<file path="src/rtl/som_pkg.sv">
// Shared widths, constants and scan-state encoding for the SOM BMU search blocks.
package som_pkg;

    localparam int unsigned DIST_W  = 11;
    localparam int unsigned WGT_W   = 24;
    localparam int unsigned COORD_W = 3;

    localparam logic [DIST_W-1:0] DIST_MAX = '1;

    typedef enum logic [1:0] {
        ST_IDLE = 2'd0,
        ST_SCAN = 2'd1,
        ST_DONE = 2'd2
    } scan_state_t;

endpackage

</file>
<file path="src/rtl/bmu_best_reg.sv">
// Compare-and-hold register for the running best candidate; loads only on a strictly
// smaller distance so ties keep the earlier row.
module bmu_best_reg
    import som_pkg::*;
#(
    parameter int unsigned ROW_W = 3
) (
    input  logic                clk,
    input  logic                rst,
    input  logic                i_clr,
    input  logic                i_vld,
    input  logic [DIST_W-1:0]   i_dist,
    input  logic [COORD_W-1:0]  i_x,
    input  logic [COORD_W-1:0]  i_y,
    input  logic [ROW_W-1:0]    i_row,
    input  logic [WGT_W-1:0]    i_w,
    output logic [DIST_W-1:0]   o_dist,
    output logic [COORD_W-1:0]  o_x,
    output logic [COORD_W-1:0]  o_y,
    output logic [ROW_W-1:0]    o_row,
    output logic [WGT_W-1:0]    o_w
);

    logic w_load;

    assign w_load = i_vld && (i_dist < o_dist);

    always_ff @(posedge clk) begin
        if (rst || i_clr) begin
            o_dist <= DIST_MAX;
            o_x    <= '0;
            o_y    <= '0;
            o_row  <= '0;
            o_w    <= '0;
        end else if (w_load) begin
            o_dist <= i_dist;
            o_x    <= i_x;
            o_y    <= i_y;
            o_row  <= i_row;
            o_w    <= i_w;
        end
    end

endmodule

</file>
<file path="src/rtl/bmu_scan_ctrl.sv">
// BMU search sequencer: walks map rows one fetch at a time and keeps the global minimum.
// Optional threshold compare / no_match flag enabled by defining BMU_SCAN_THRESH_EN.
module bmu_scan_ctrl
    import som_pkg::*;
#(
    parameter int unsigned NUM_ROWS = 8,
    parameter int unsigned ROW_W    = $clog2(NUM_ROWS)
) (
    input  logic                clk,
    input  logic                rst,
    input  logic                start,
    output logic                busy,
    output logic                done,
    output logic                row_req,
    output logic [ROW_W-1:0]    row_addr,
    input  logic                row_vld,
    input  logic [DIST_W-1:0]   row_dist,
    input  logic [COORD_W-1:0]  row_x,
    input  logic [COORD_W-1:0]  row_y,
    input  logic [WGT_W-1:0]    row_w,
`ifdef BMU_SCAN_THRESH_EN
    input  logic [DIST_W-1:0]   thresh,
    output logic                no_match,
`endif
    output logic [DIST_W-1:0]   bmu_dist,
    output logic [COORD_W-1:0]  bmu_x,
    output logic [COORD_W-1:0]  bmu_y,
    output logic [ROW_W-1:0]    bmu_row,
    output logic [WGT_W-1:0]    bmu_w
);

    localparam logic [ROW_W-1:0] LAST_ROW = ROW_W'(NUM_ROWS - 1);

    scan_state_t      r_state;
    logic             r_busy;
    logic             r_done;
    logic             r_row_req;
    logic [ROW_W-1:0] r_row_addr;

    logic w_clr;
    logic w_accept;
    logic w_last;

    assign w_clr    = (r_state == ST_IDLE) && start;
    assign w_accept = (r_state == ST_SCAN) && row_vld;
    assign w_last   = (r_row_addr == LAST_ROW);

    assign busy     = r_busy;
    assign done     = r_done;
    assign row_req  = r_row_req;
    assign row_addr = r_row_addr;

    // Scan FSM with registered handshake outputs
    always_ff @(posedge clk) begin
        if (rst) begin
            r_state    <= ST_IDLE;
            r_busy     <= 1'b0;
            r_done     <= 1'b0;
            r_row_req  <= 1'b0;
            r_row_addr <= '0;
        end else begin
            r_done <= 1'b0;
            case (r_state)
                ST_IDLE: begin
                    if (start) begin
                        r_state    <= ST_SCAN;
                        r_busy     <= 1'b1;
                        r_row_req  <= 1'b1;
                        r_row_addr <= '0;
                    end
                end
                ST_SCAN: begin
                    if (row_vld) begin
                        if (w_last) begin
                            r_state   <= ST_DONE;
                            r_busy    <= 1'b0;
                            r_row_req <= 1'b0;
                            r_done    <= 1'b1;
                        end else begin
                            r_row_addr <= r_row_addr + ROW_W'(1);
                        end
                    end
                end
                ST_DONE: begin
                    r_state <= ST_IDLE;
                end
                default: begin
                    r_state <= ST_IDLE;
                end
            endcase
        end
    end

    bmu_best_reg #(
        .ROW_W (ROW_W)
    ) u_best (
        .clk    (clk),
        .rst    (rst),
        .i_clr  (w_clr),
        .i_vld  (w_accept),
        .i_dist (row_dist),
        .i_x    (row_x),
        .i_y    (row_y),
        .i_row  (r_row_addr),
        .i_w    (row_w),
        .o_dist (bmu_dist),
        .o_x    (bmu_x),
        .o_y    (bmu_y),
        .o_row  (bmu_row),
        .o_w    (bmu_w)
    );

`ifdef BMU_SCAN_THRESH_EN
    logic [DIST_W-1:0] r_thresh;
    logic              r_no_match;
    logic [DIST_W-1:0] w_final_dist;

    // Minimum including the last row, so the flag is valid alongside done
    assign w_final_dist = (row_dist < bmu_dist) ? row_dist : bmu_dist;
    assign no_match     = r_no_match;

    always_ff @(posedge clk) begin
        if (rst) begin
            r_thresh   <= '0;
            r_no_match <= 1'b0;
        end else if (w_clr) begin
            r_thresh   <= thresh;
            r_no_match <= 1'b0;
        end else if (w_accept && w_last) begin
            r_no_match <= (w_final_dist > r_thresh);
        end
    end
`endif

endmodule
</file>
<file path="config.mk">
export PLATFORM = sky130hd
export DESIGN_NAME = bmu_scan_ctrl
export DESIGN_NICKNAME = d
export VERILOG_FILES = /design/src/rtl/som_pkg.sv /design/src/rtl/bmu_best_reg.sv /design/src/rtl/bmu_scan_ctrl.sv
export SDC_FILE = /design/constraint.sdc
export NUM_CORES = 1
export LEC_CHECK = 0
export ABC_CLOCK_PERIOD_IN_PS = 5350
export BUFFER_PORTS_ARGS = -buffer_cell sky130_fd_sc_hd__buf_2
export CORE_MARGIN = 8
export CORE_UTILIZATION = 39
export DETAILED_ROUTE_END_ITERATION = 6
export GPL_TIMING_DRIVEN = 0
export PLACE_DENSITY_LB_ADDON = 0.2
export SLEW_MARGIN = 20
export SYNTH_ARGS = -nofsm -noshare
export SYNTH_HDL_FRONTEND = slang
export SYNTH_SLANG_ARGS = --single-unit
</file>
<file path="constraint.sdc">
create_clock -name clk -period 5.35 [get_ports clk]
set_clock_uncertainty 0.2 [all_clocks]
set_input_delay 1.605 -clock clk [delete_from_list [all_inputs] [get_ports clk]]
set_output_delay 1.605 -clock clk [all_outputs]
set_load 0.01 [all_outputs]
</file>
==> key figures <==
Clock tree
  – CTS Hold Buffers Added: 0
  – CTS Buf Count: 5
  – Post-cts gate resize count: 0
  – Root Driver: clkbuf_8
  – # clock sinks: 51
  – Worst-skew pair later-pin latency: 300 ps
  – Clock slew at reported path FFs: 90 ps
  – CTS tree: built
  – H-tree depth: 2
  – Setup Fix Bufs, Post-CTS: 0
  – Clock buffer depth: 2

Cells and area
  – Most frequent cells in the layout: buf_2, nand2_1, dfxtp_1
  – Layout Nets: 415
  – Commonest non-fill, non-tap cell in the layout: buf_2
  – Area grow syn2layout: 28.2%
  – Layout cells sized above 1: 32.6%
  – N_diodes: 0
  – Layout Cell Area excl Fill: 0.00302 mm2

STA
  – Final WS setup: 2170 ps
  – Unrepaired setup endpoints after global routing: false
  – Max-slew violation count: 0
  – Slew at the pin closest to its max-slew limit: 481 ps
  – Hold slack final: ~260 ps
  – TNS Setup: 0 ps
  – Hold Fails Final Rpt: 0
  – Rel. slew slack: 67.9%
  – Tmin final: 3180 ps
  – Final setup viols: 0
  – Fin crit share: 59.5%
  – Max Fclk: 314 MHz

Logic synthesis
  – Yosys top cell by area: dfxtp_1
  – Post-Syn Area: 0.00235 mm2
  – FF+latch count, synth: 51
  – Seq/Total Area, Yosys: 43.4%
  – Netlist cell types: 29
  – Post-synth top area share: 43.4%
  – Syn Nets: ~320
  – Yosys Warn Count: 0
  – Synth Instances: 258
  – Syn avg cell area: 9.13 um2
  – Synth area leaders: dfxtp_1, mux2i_1, nand2_1

Detailed routing
  – Routed wire per std cell: 13.3 um
  – Initial DRC count: 57
  – Wire length on met3: 540 um
  – Vias post-DR: between 2000 and 2500
  – Detailed-route DRC error count: 0
  – Highest Signal Layer: met4
  – Wl on met1: 2.57 mm
  – WL final: 5.79 mm
  – Drt pass-1 iters: 4
  – Routed Antenna Nets: 0
  – Met2 routed WL: 2.62 mm
  – Via density: approximately 4.6

Setup path
  – Critical Path AT: ~3200 ps
  – Stages on the worst setup path: 8
  – CP endpoint kind: flop
  – Worst R2R Start: u_best.o_dist[10]
  – Depth of the most critical reg-to-reg path: 8
  – Worst path required time: 5380 ps
  – Worst setup path class: primary input to flop
  – CP Launch Point: row_dist[10]
  – R2R Setup Slk: 3180 ps
  – End of the critical path: u_best.o_dist[6]
  – Crit-path max cell delay: about 300 ps
  – Worst path top cell family by delay: buffers and inverters
  – R2R Path End: u_best.o_dist[6]
  – Worst Path Buf+Inv: 3
  – Critical path cell sequence: buf_2 -> ha_1 -> and4_4 -> and2_4 -> a221oi_2 -> buf_6 -> buf_12 -> mux2i_1
  – Max FO, Critical Path: 10
  – Critical Path Start Type: primary input
  – CP max-delay cell: ha_1

GRT
  – First-pass GRT wire length: 9.59 mm
  – Initial antenna violation count: 0
  – Overflow after GRT: 0
  – Total Routing Usage GR: between 10 and 15%
  – Vias in the first global route: 2077
  – Largest net degree at the start of global routing: 16

Placed design
  – Final GP Congestion: 0.764
  – Place WS: 1840 ps
  – PortBufs: 93
  – DP Area: 0.00291 mm2
  – Post-detail-place hpwl: ~4.5 mm

Status
  – Run status: completed

Floorplanning
  – I/O Pins: 95
  – Chip width: 93.7 um
  – Die H: between 90 and 100 um
  – Core Area: 0.00589 mm2
  – FP Rows: 28
  – Starting Density: 40.0%
  – Die area: ~0.0088 mm2

Power
  – Leakage: 1.45 nW
  – Power density over the cells: around 250 mW/mm2
  – VDD IR max: ~0.12 mV
  – Total power: 754 uW

Run
  – Max cap viols: 0

Hold path
  – Path type of the worst min-delay path: flop to flop
## through the flow
| step | instances | util, % |
|---|---|---|
| global placement | 426 | 49.5 |
| detailed placement | 426 | 49.5 |
| floorplan | 258 | - |
| global route | 434 | 51.3 |
| CTS | 434 | 51.3 |
| finish | 434 | 51.3 |
## worst reg2reg max path: cells and delay by family (launching register included)
kind | cells | cell delay, ps
flops | 1 | 370
simple gates | 2 | 340
buf+inv | 3 | 440
fa+ha+maj | 1 | 290
mux | 1 | 190
compound gates | 1 | 270
## how the worst min path moves through the flow
| stage | start | end | slack (ps) | depth (start not counted) |
|---|---|---|---|---|
| global placement | u_best.o_w[3] | u_best.o_w[3] | 240 | 2 |
| detailed placement | u_best.o_w[18] | u_best.o_w[18] | 250 | 2 |
| floorplan | u_best.o_row[0] | u_best.o_row[0] | 280 | 2 |
| finish | u_best.o_w[14] | u_best.o_w[14] | 260 | 2 |
| CTS | u_best.o_w[8] | u_best.o_w[8] | 260 | 2 |
| global route | u_best.o_w[11] | u_best.o_w[11] | 280 | 2 |
## layer usage
metal / vias up / track usage [%]
met2: 54 / 21.7
met4: 0 / 3.96
met1: 918 / 15.4
met3: 5 / 6.08
met5: - / 0
li1: 1039 / -
## cell usage after synthesis
cell       n
or3b_2     1
and3b_1    1
o21ai_1    2
nand2_1   69
o21ai_0    2
nor2b_1    2
ha_1      12
dfxtp_1   51
buf_6      1
nor3b_1    1
a22oi_1    2
inv_1     11
a211oi_1   1
nand2b_1   1
buf_2      5
nand3b_1   1
clkbuf_1   3
o211ai_1   1
buf_1      2
and2_4     1
buf_4      1
and4_4     2
a21oi_1    4
a221oi_2   1
or2_1      1
nor2_1    29
buf_12     4
mux2i_1   45
a21o_1     1
## power breakdown
| part | switching [mW] | leakage, nW | total, mW | internal, mW |
|---|---|---|---|---|
| logic | 0.0585 | 0.990 | 0.110 | 0.0516 |
| clock network | 0.131 | 0.0505 | 0.249 | 0.118 |
| registers | 0.00591 | 0.413 | 0.395 | 0.389 |
## registers in the layout (all words and copies together), names as in the netlist
register and count:
u_best.o_w 24, u_best.o_dist 11, row_addr 3, u_best.o_row 3, u_best.o_x 3, u_best.o_y 3, r_state 2, done 1
row_req 1
## layout make-up
class                      count  area, um2
clock buffer                   7       96.3
buffer                        16        143
clock inverter                 1       7.51
fill                         600       2870
tap                           75       93.8
timing repair buffer          93        465
multi-input combinational    180       1150
sequential                    51       1020
inverter                      11       41.3
## cells by family after synthesis
kind of cell / share of synthesized area [%]
buf+inv: 7.81
simple gates: 19.4
mux: 19.1
compound gates: 3.93
flops: 43.4
fa+ha+maj: 6.38
Note: power is estimated with default switching activity, not from simulation.
